`src/rtl/fetch_pkg.sv`:
```
// Shared types and constants for the instruction fetch unit.
package fetch_pkg;

  typedef enum logic {
    RUN  = 1'b0,
    WAIT = 1'b1
  } fetch_state_e;

  typedef struct packed {
    logic [31:0] pc;
    logic [31:0] inst;
  } fetch_entry_t;

  localparam logic [31:0] RESET_PC_DEFAULT = 32'h0000_0000;
  localparam logic [31:0] INST_BYTES       = 32'd4;

  function automatic logic [31:0] next_pc(input logic [31:0] pc);
    return pc + INST_BYTES;
  endfunction

  function automatic logic [31:0] align_pc(input logic [31:0] pc);
    return {pc[31:2], 2'b00};
  endfunction

endpackage

```
`src/rtl/fetch_buffer.sv`:
```
// Small synchronous FIFO of fetched entries with a registered head and flush.
module fetch_buffer
  import fetch_pkg::*;
#(
  parameter  int DEPTH = 2,
  localparam int PTR_W = $clog2(DEPTH),
  localparam int CNT_W = PTR_W + 1
) (
  input  logic             clk,
  input  logic             rst_n,
  input  logic             push,
  input  logic             pop,
  input  logic             flush,
  input  fetch_entry_t     wdata,
  output fetch_entry_t     head,
  output logic [CNT_W-1:0] count,
  output logic             empty,
  output logic             full
);

  fetch_entry_t     mem [DEPTH];
  logic [PTR_W-1:0] rd_ptr;
  logic [PTR_W-1:0] wr_ptr;
  logic [PTR_W-1:0] rd_nxt;
  logic             do_push;
  logic             do_pop;

  assign empty   = (count == '0);
  assign full    = (count == CNT_W'(DEPTH));
  assign rd_nxt  = rd_ptr + 1'b1;
  assign do_pop  = pop && !empty;
  assign do_push = push && (!full || do_pop);

  always_ff @(posedge clk) begin
    if (do_push && !flush) mem[wr_ptr] <= wdata;
  end

  // The head register always mirrors mem[rd_ptr] while non-empty, so the
  // next head is either the incoming word or the entry behind the current one.
  always_ff @(posedge clk or negedge rst_n) begin
    if (!rst_n) begin
      rd_ptr <= '0;
      wr_ptr <= '0;
      count  <= '0;
      head   <= '0;
    end else if (flush) begin
      rd_ptr <= '0;
      wr_ptr <= '0;
      count  <= '0;
    end else begin
      if (do_push) wr_ptr <= wr_ptr + 1'b1;
      if (do_pop)  rd_ptr <= rd_nxt;
      count <= count + CNT_W'(do_push) - CNT_W'(do_pop);
      if (do_push && (empty || (do_pop && count == CNT_W'(1))))
        head <= wdata;
      else if (do_pop && count > CNT_W'(1))
        head <= mem[rd_nxt];
    end
  end

endmodule

```
`src/rtl/fetch_unit.sv`:
```
// Instruction fetch: one outstanding imem read, redirect squash, buffer to decode.
// Optional FETCH_MISALIGN_TRAP_EN adds a sticky misalign output that halts fetch.
module fetch_unit
  import fetch_pkg::*;
#(
  parameter logic [31:0] RESET_PC  = RESET_PC_DEFAULT,
  parameter int          BUF_DEPTH = 2
) (
  input  logic        clk,
  input  logic        rst_n,
`ifdef FETCH_MISALIGN_TRAP_EN
  output logic        misalign,
`endif
  input  logic        redirect_valid,
  input  logic [31:0] redirect_pc,
  output logic        imem_req_valid,
  input  logic        imem_req_ready,
  output logic [31:0] imem_req_addr,
  input  logic        imem_rsp_valid,
  input  logic [31:0] imem_rsp_data,
  output logic        inst_valid,
  input  logic        inst_ready,
  output logic [31:0] inst_data,
  output logic [31:0] inst_pc,
  output logic [31:0] inst_pc4
);

  localparam int CNT_W = $clog2(BUF_DEPTH) + 1;

  fetch_state_e     state;
  logic [31:0]      fetch_pc;
  logic [31:0]      req_pc;
  logic [31:0]      redir_target;
  logic             drop;
  logic             accept;
  logic             rsp_take;
  logic             push;
  logic             pop;
  logic             run_nxt;
  logic             mis_q;
  logic             mis_nxt;
  logic [CNT_W-1:0] count;
  logic [CNT_W-1:0] count_nxt;
  logic             empty;
  logic             full;
  fetch_entry_t     head;
  fetch_entry_t     push_entry;

  assign accept     = imem_req_valid && imem_req_ready;
  assign rsp_take   = (state == WAIT) && imem_rsp_valid;
  assign push       = rsp_take && !drop && !redirect_valid && (!full || pop);
  assign inst_valid = !empty && !redirect_valid;
  assign pop        = inst_valid && inst_ready;
  assign push_entry = '{pc: req_pc, inst: imem_rsp_data};
  assign count_nxt  = redirect_valid ? '0 : count + CNT_W'(push) - CNT_W'(pop);
  assign run_nxt    = (state == WAIT) ? imem_rsp_valid : !accept;

  assign imem_req_addr = align_pc(fetch_pc);
  assign inst_data     = head.inst;
  assign inst_pc       = head.pc;
  assign inst_pc4      = empty ? '0 : next_pc(head.pc);

`ifdef FETCH_MISALIGN_TRAP_EN
  // The unaligned target is kept whole; fetch stays halted until realigned.
  assign redir_target = redirect_pc;
  assign mis_nxt      = redirect_valid ? (redirect_pc[1:0] != 2'b00) : mis_q;
  assign misalign     = mis_q;

  always_ff @(posedge clk or negedge rst_n) begin
    if (!rst_n) mis_q <= 1'b0;
    else        mis_q <= mis_nxt;
  end
`else
  assign redir_target = align_pc(redirect_pc);
  assign mis_nxt      = 1'b0;
  assign mis_q        = 1'b0;
`endif

  // Request valid is registered from next-state values so it is low in reset
  // and only changes when the request is accepted or withdrawn by a redirect.
  always_ff @(posedge clk or negedge rst_n) begin
    if (!rst_n) begin
      state          <= RUN;
      fetch_pc       <= RESET_PC;
      req_pc         <= '0;
      drop           <= 1'b0;
      imem_req_valid <= 1'b0;
    end else begin
      imem_req_valid <= run_nxt && (count_nxt < CNT_W'(BUF_DEPTH)) && !mis_nxt;
      if (redirect_valid) begin
        fetch_pc <= redir_target;
        if (accept) begin
          state  <= WAIT;
          req_pc <= fetch_pc;
          drop   <= 1'b1;
        end else if (rsp_take) begin
          state <= RUN;
          drop  <= 1'b0;
        end else if (state == WAIT) begin
          drop <= 1'b1;
        end
      end else if (accept) begin
        state    <= WAIT;
        req_pc   <= fetch_pc;
        fetch_pc <= next_pc(fetch_pc);
      end else if (rsp_take) begin
        state <= RUN;
        drop  <= 1'b0;
      end
    end
  end

  fetch_buffer #(
    .DEPTH (BUF_DEPTH)
  ) u_buf (
    .clk   (clk),
    .rst_n (rst_n),
    .push  (push),
    .pop   (pop),
    .flush (redirect_valid),
    .wdata (push_entry),
    .head  (head),
    .count (count),
    .empty (empty),
    .full  (full)
  );

endmodule
```
`config.mk`:
```
export PLATFORM = sky130hd
export DESIGN_NAME = fetch_unit
export DESIGN_NICKNAME = d
export VERILOG_FILES = /design/src/rtl/fetch_pkg.sv /design/src/rtl/fetch_buffer.sv /design/src/rtl/fetch_unit.sv
export SDC_FILE = /design/constraint.sdc
export NUM_CORES = 1
export LEC_CHECK = 0
export BUFFER_PORTS_ARGS = -buffer_cell sky130_fd_sc_hd__buf_4
export CORE_MARGIN = 10
export CORE_UTILIZATION = 29
export CTS_BUF_LIST = sky130_fd_sc_hd__clkbuf_4 sky130_fd_sc_hd__clkbuf_8
export CTS_CLUSTER_SIZE = 25
export DETAILED_ROUTE_END_ITERATION = 10
export GPL_TIMING_DRIVEN = 0
export PLACE_DENSITY = 0.58
export SETUP_SLACK_MARGIN = 0.4
export SLEW_MARGIN = 10
export SYNTH_ARGS = -nofsm -noshare
export SYNTH_HDL_FRONTEND = slang
export SYNTH_SLANG_ARGS = --single-unit
```
`constraint.sdc`:
```
create_clock -name clk -period 4.3 [get_ports clk]
set_clock_uncertainty 0.15 [all_clocks]
set_input_delay 1.29 -clock clk [delete_from_list [all_inputs] [get_ports clk]]
set_output_delay 1.29 -clock clk [all_outputs]
set_load 0.02 [all_outputs]
```
==> flow_metrics.py <==
metrics = {
    "placement": {
        "portBuffers": 191,
        "place_area_mm2": 0.0135,
        "place_congestion": 0.787,
        "dp_slack_ns": 0.0326,
        "place_inst": 1635,
        "dp_hpwl_um": 24500,
    },
    "setup_path": {
        "slowest_stage": "or4_4",
        "critPathLaunch": "u_buf.head[46]",
        "worst-setup-path-type": "reg2out",
        "max_stage_delay_ns": 0.52,
        "cpLargestDelayFamily": "simple AND/OR/NAND/NOR gates",
        "crit_buf_inv": 2,
        "start_kind": "flip-flop",
        "r2r_start": "u_buf.count[1]",
        "crit_chain": "nand2_2 > or4_4 > buf_6 > or4_4 > a21oi_4 > buf_6",
        "cp_max_fo": 7,
        "rrSetupSlack_ns": 1.07,
        "critPathArrivalTime_ns": 2.51,
        "worstPathRequired_ns": 2.86,
        "endpoint_kind": "output pin",
    },
    "synthesis": {
        "async_flop_share_pct": 51.0,
        "synth_top_area_share_pct": 32.9,
        "syn_area_mm2": 0.0113,
        "synth_seq_cells": 253,
        "synthFlopType": "dfrtp_1",
        "synth_edf_count": 124,
        "ys_types": 53,
        "synth_area_leaders": "edfxtp_1 (33%), dfrtp_1 (29%), mux2_2 (8.5%)",
        "yosysWarnings": 0,
        "yosysMostFrequentCell": "dfrtp_1",
        "avgSynthCellArea_um2": 12.3,
        "synth_cells": 917,
        "netlist_top_cells_count": "dfrtp_1 (129), edfxtp_1 (124), nand2_1 (112)",
        "ys_seq_area_share_pct": 61.4,
        "synth_largest_area_cell": "edfxtp_1",
    },
    "timing": {
        "drv_slew": 0,
        "tns_ns": 0,
        "setup_ws_ns": 0.347,
        "hold_viol_final": 0,
        "worstMarginPinSlew_ns": 1.10,
        "min_period_ns": 3.95,
        "grt_setup_unrepaired": "yes",
        "max_freq_mhz": 253,
        "setup_viol": 0,
        "period_share_pct": 91.9,
        "relSlewSlack_pct": 26.9,
    },
    "finish": {
        "final_area_mm2": 0.0150,
        "final_layout_size_suffix_gt1_share_pct": 37.2,
        "regArea_mm2": 0.00697,
        "final_cells": 1748,
        "fin_nets": 1266,
        "fillers": 3802,
        "num_antenna_cells": 0,
        "multi_input_area_mm2": 0.00425,
        "area_delta_synth_final_pct": 32.4,
    },
    "hold_path": {
        "min-delay-start": "u_buf.head[8]",
        "hold_path.class": "reg2reg",
    },
    "clock_tree": {
        "cts_tree": "yes",
        "clk_pin_slew_ns": 0.05,
        "hold_buffers": 0,
        "cts_sinks": 253,
        "htreeDepth": 2,
        "clock-root-buffer": "clkbuf_8",
        "worstSkewPairLatency_ns": 0.57,
        "numCtsBuffers": 45,
        "clockBufferDepth": 3,
    },
    "global_route": {
        "grt_antenna_before_repair": 0,
        "grt_pass1_wl_um": 52600,
        "gr-total-overflow": 0,
        "first_global_vias": 8837,
        "grt_max_degree": 67,
        "grt_use_total_pct": 14.2,
    },
    "floorplanning": {
        "start_util_pct": 29.3,
        "core_area_mm2": 0.0386,
        "dieWidth_um": 218,
        "die_h_um": 218,
        "dieArea_mm2": 0.0473,
        "io_pins": 200,
        "rows": 72,
    },
    "pwr": {
        "power.internal_mw": 5.19,
        "p_seq_share_pct": 43.9,
        "powerDensity_mw_per_mm2": 517,
        "swShare_pct": 33.0,
        "p_clk_share_pct": 30.2,
        "peakVddDrop_mv": 0.187,
        "leakagePower_nw": 6.28,
        "switchingPower_mw": 2.56,
        "fin_total_pwr_mw": 7.75,
        "p_comb_share_pct": 25.9,
    },
    "routing": {
        "drt_iter0_drc": 493,
        "dr.pass1.iters": 5,
        "drtAntennaViolNets": 0,
        "wl_per_cell_um": 19.7,
        "drc": 0,
        "drt-total-wl_um": 34400,
        "vias": 8345,
        "viasPerCell": 4.77,
    },
    "run_status": {
        "status": "finished clean",
    },
    "job": {
        "cap_violations": 0,
    },
}
==> worst paths after layout <==
path                                       end  cells after the start
worst max-delay path              inst_pc4[30]                      6
worst min-delay path             u_buf.head[8]                      2
worst max register to register  u_buf.head[34]                      7
worst min register to register   u_buf.head[8]                      2
max in group asynchronous         fetch_pc[18]                      2
min in group asynchronous        u_buf.head[9]                      1
==> power by group through the flow <==
| stage | clock network (mW) | registers [mW] | logic, mW |
|---|---|---|---|
| 2_1_floorplan | 0 | 3.73 | 0.550 |
| 3_3_place_gp | 0 | 3.50 | 1.72 |
| 3_5_place_dp | 0 | 3.52 | 1.75 |
| 4_1_cts | 2.42 | 3.40 | 2.03 |
| 5_1_grt | 2.54 | 3.47 | 2.19 |
| 6_report | 2.34 | 3.40 | 2.01 |
==> layout make-up <==
| cell class | instances | area share [%] |
|---|---|---|
| plain buffers | 61 | 2.11 |
| clock buffers | 71 | 5.73 |
| clock inverters | 13 | 0.660 |
| inverters | 12 | 0.301 |
| multi-input cells | 596 | 28.3 |
| flip-flops and latches | 253 | 46.5 |
| well taps | 518 | 4.32 |
| repair buffers | 224 | 12.0 |
==> cell usage in the layout, fill, tap and decap left out, types with 6 or more instances in the layout <==
cell type / instances
buf_4: 213
edfxtp_1: 124
dfrtp_1: 114
nand2_1: 110
o21ai_0: 88
mux2_2: 85
mux2i_1: 63
clkbuf_8: 53
clkbuf_1: 40
nor2_1: 32
nand3_1: 27
clkbuf_4: 22
o31ai_1: 19
or4_1: 17
buf_6: 15
nand4_1: 15
dfrtp_2: 15
a31oi_1: 14
xor2_1: 13
inv_1: 11
xnor2_1: 11
or4_4: 8
nor4_1: 7
a21oi_1: 7
and3_1: 6
a21oi_4: 6
conb_1: 6
==> per-layer routing <==
metal | wire length (um) | vias up | track usage, % | part of all wire (%)
li1 | - | 3953 | - | -
met1 | 15000 | 4082 | 18.2 | 44
met2 | 16100 | 250 | 22.8 | 47
met3 | 2220 | 60 | 3.56 | 6.5
met4 | 1060 | 0 | 5.45 | 3.1
met5 | 0 | - | 0 | 0
==> flip-flops by register name, summed over array words and instances, names as in the netlist <==
name / cells
u_buf.wr_ptr: 1
u_buf.count: 2
fetch_pc: 30
u_buf.head: 62
req_pc: 30
imem_req_valid: 1
state: 1
u_buf.rd_ptr: 1
drop: 1
u_buf.mem: 124
==> tightest hold or removal path, delay by kind of cell (launching register included) <==
kind            cells  cell delay (ns)
compound gates      1             0.05
flops               1             0.34
simple gates        1             0.04
==> metrics by stage <==
stage / hold WS, ns / util [%]
5_1_grt: 0.361 / 38.8
6_report: 0.325 / 38.8
3_3_place_gp: 0.314 / 34.7
3_5_place_dp: 0.324 / 35.0
4_1_cts: 0.337 / 38.6
2_1_floorplan: 0.308 / -
==> cell families after synthesis <==
| group | after synthesis | share of synthesized area, % |
|---|---|---|
| simple gates | 256 | 11.3 |
| xor+xnor | 24 | 1.86 |
| compound gates | 159 | 8.25 |
| mux | 148 | 14.0 |
| flops | 253 | 61.4 |
| buf+inv | 73 | 2.72 |
| fa+ha+maj | 3 | 0.332 |
| other cells | 1 | 0.0331 |
==> timing repair <==
action	in CTS	in global routing
cloned	0	0
setup buffers	27	2
pin swaps	16	5
setup endpoints to repair	29	19
gates resized for setup	72	10
(Power assumes the default switching activity.)
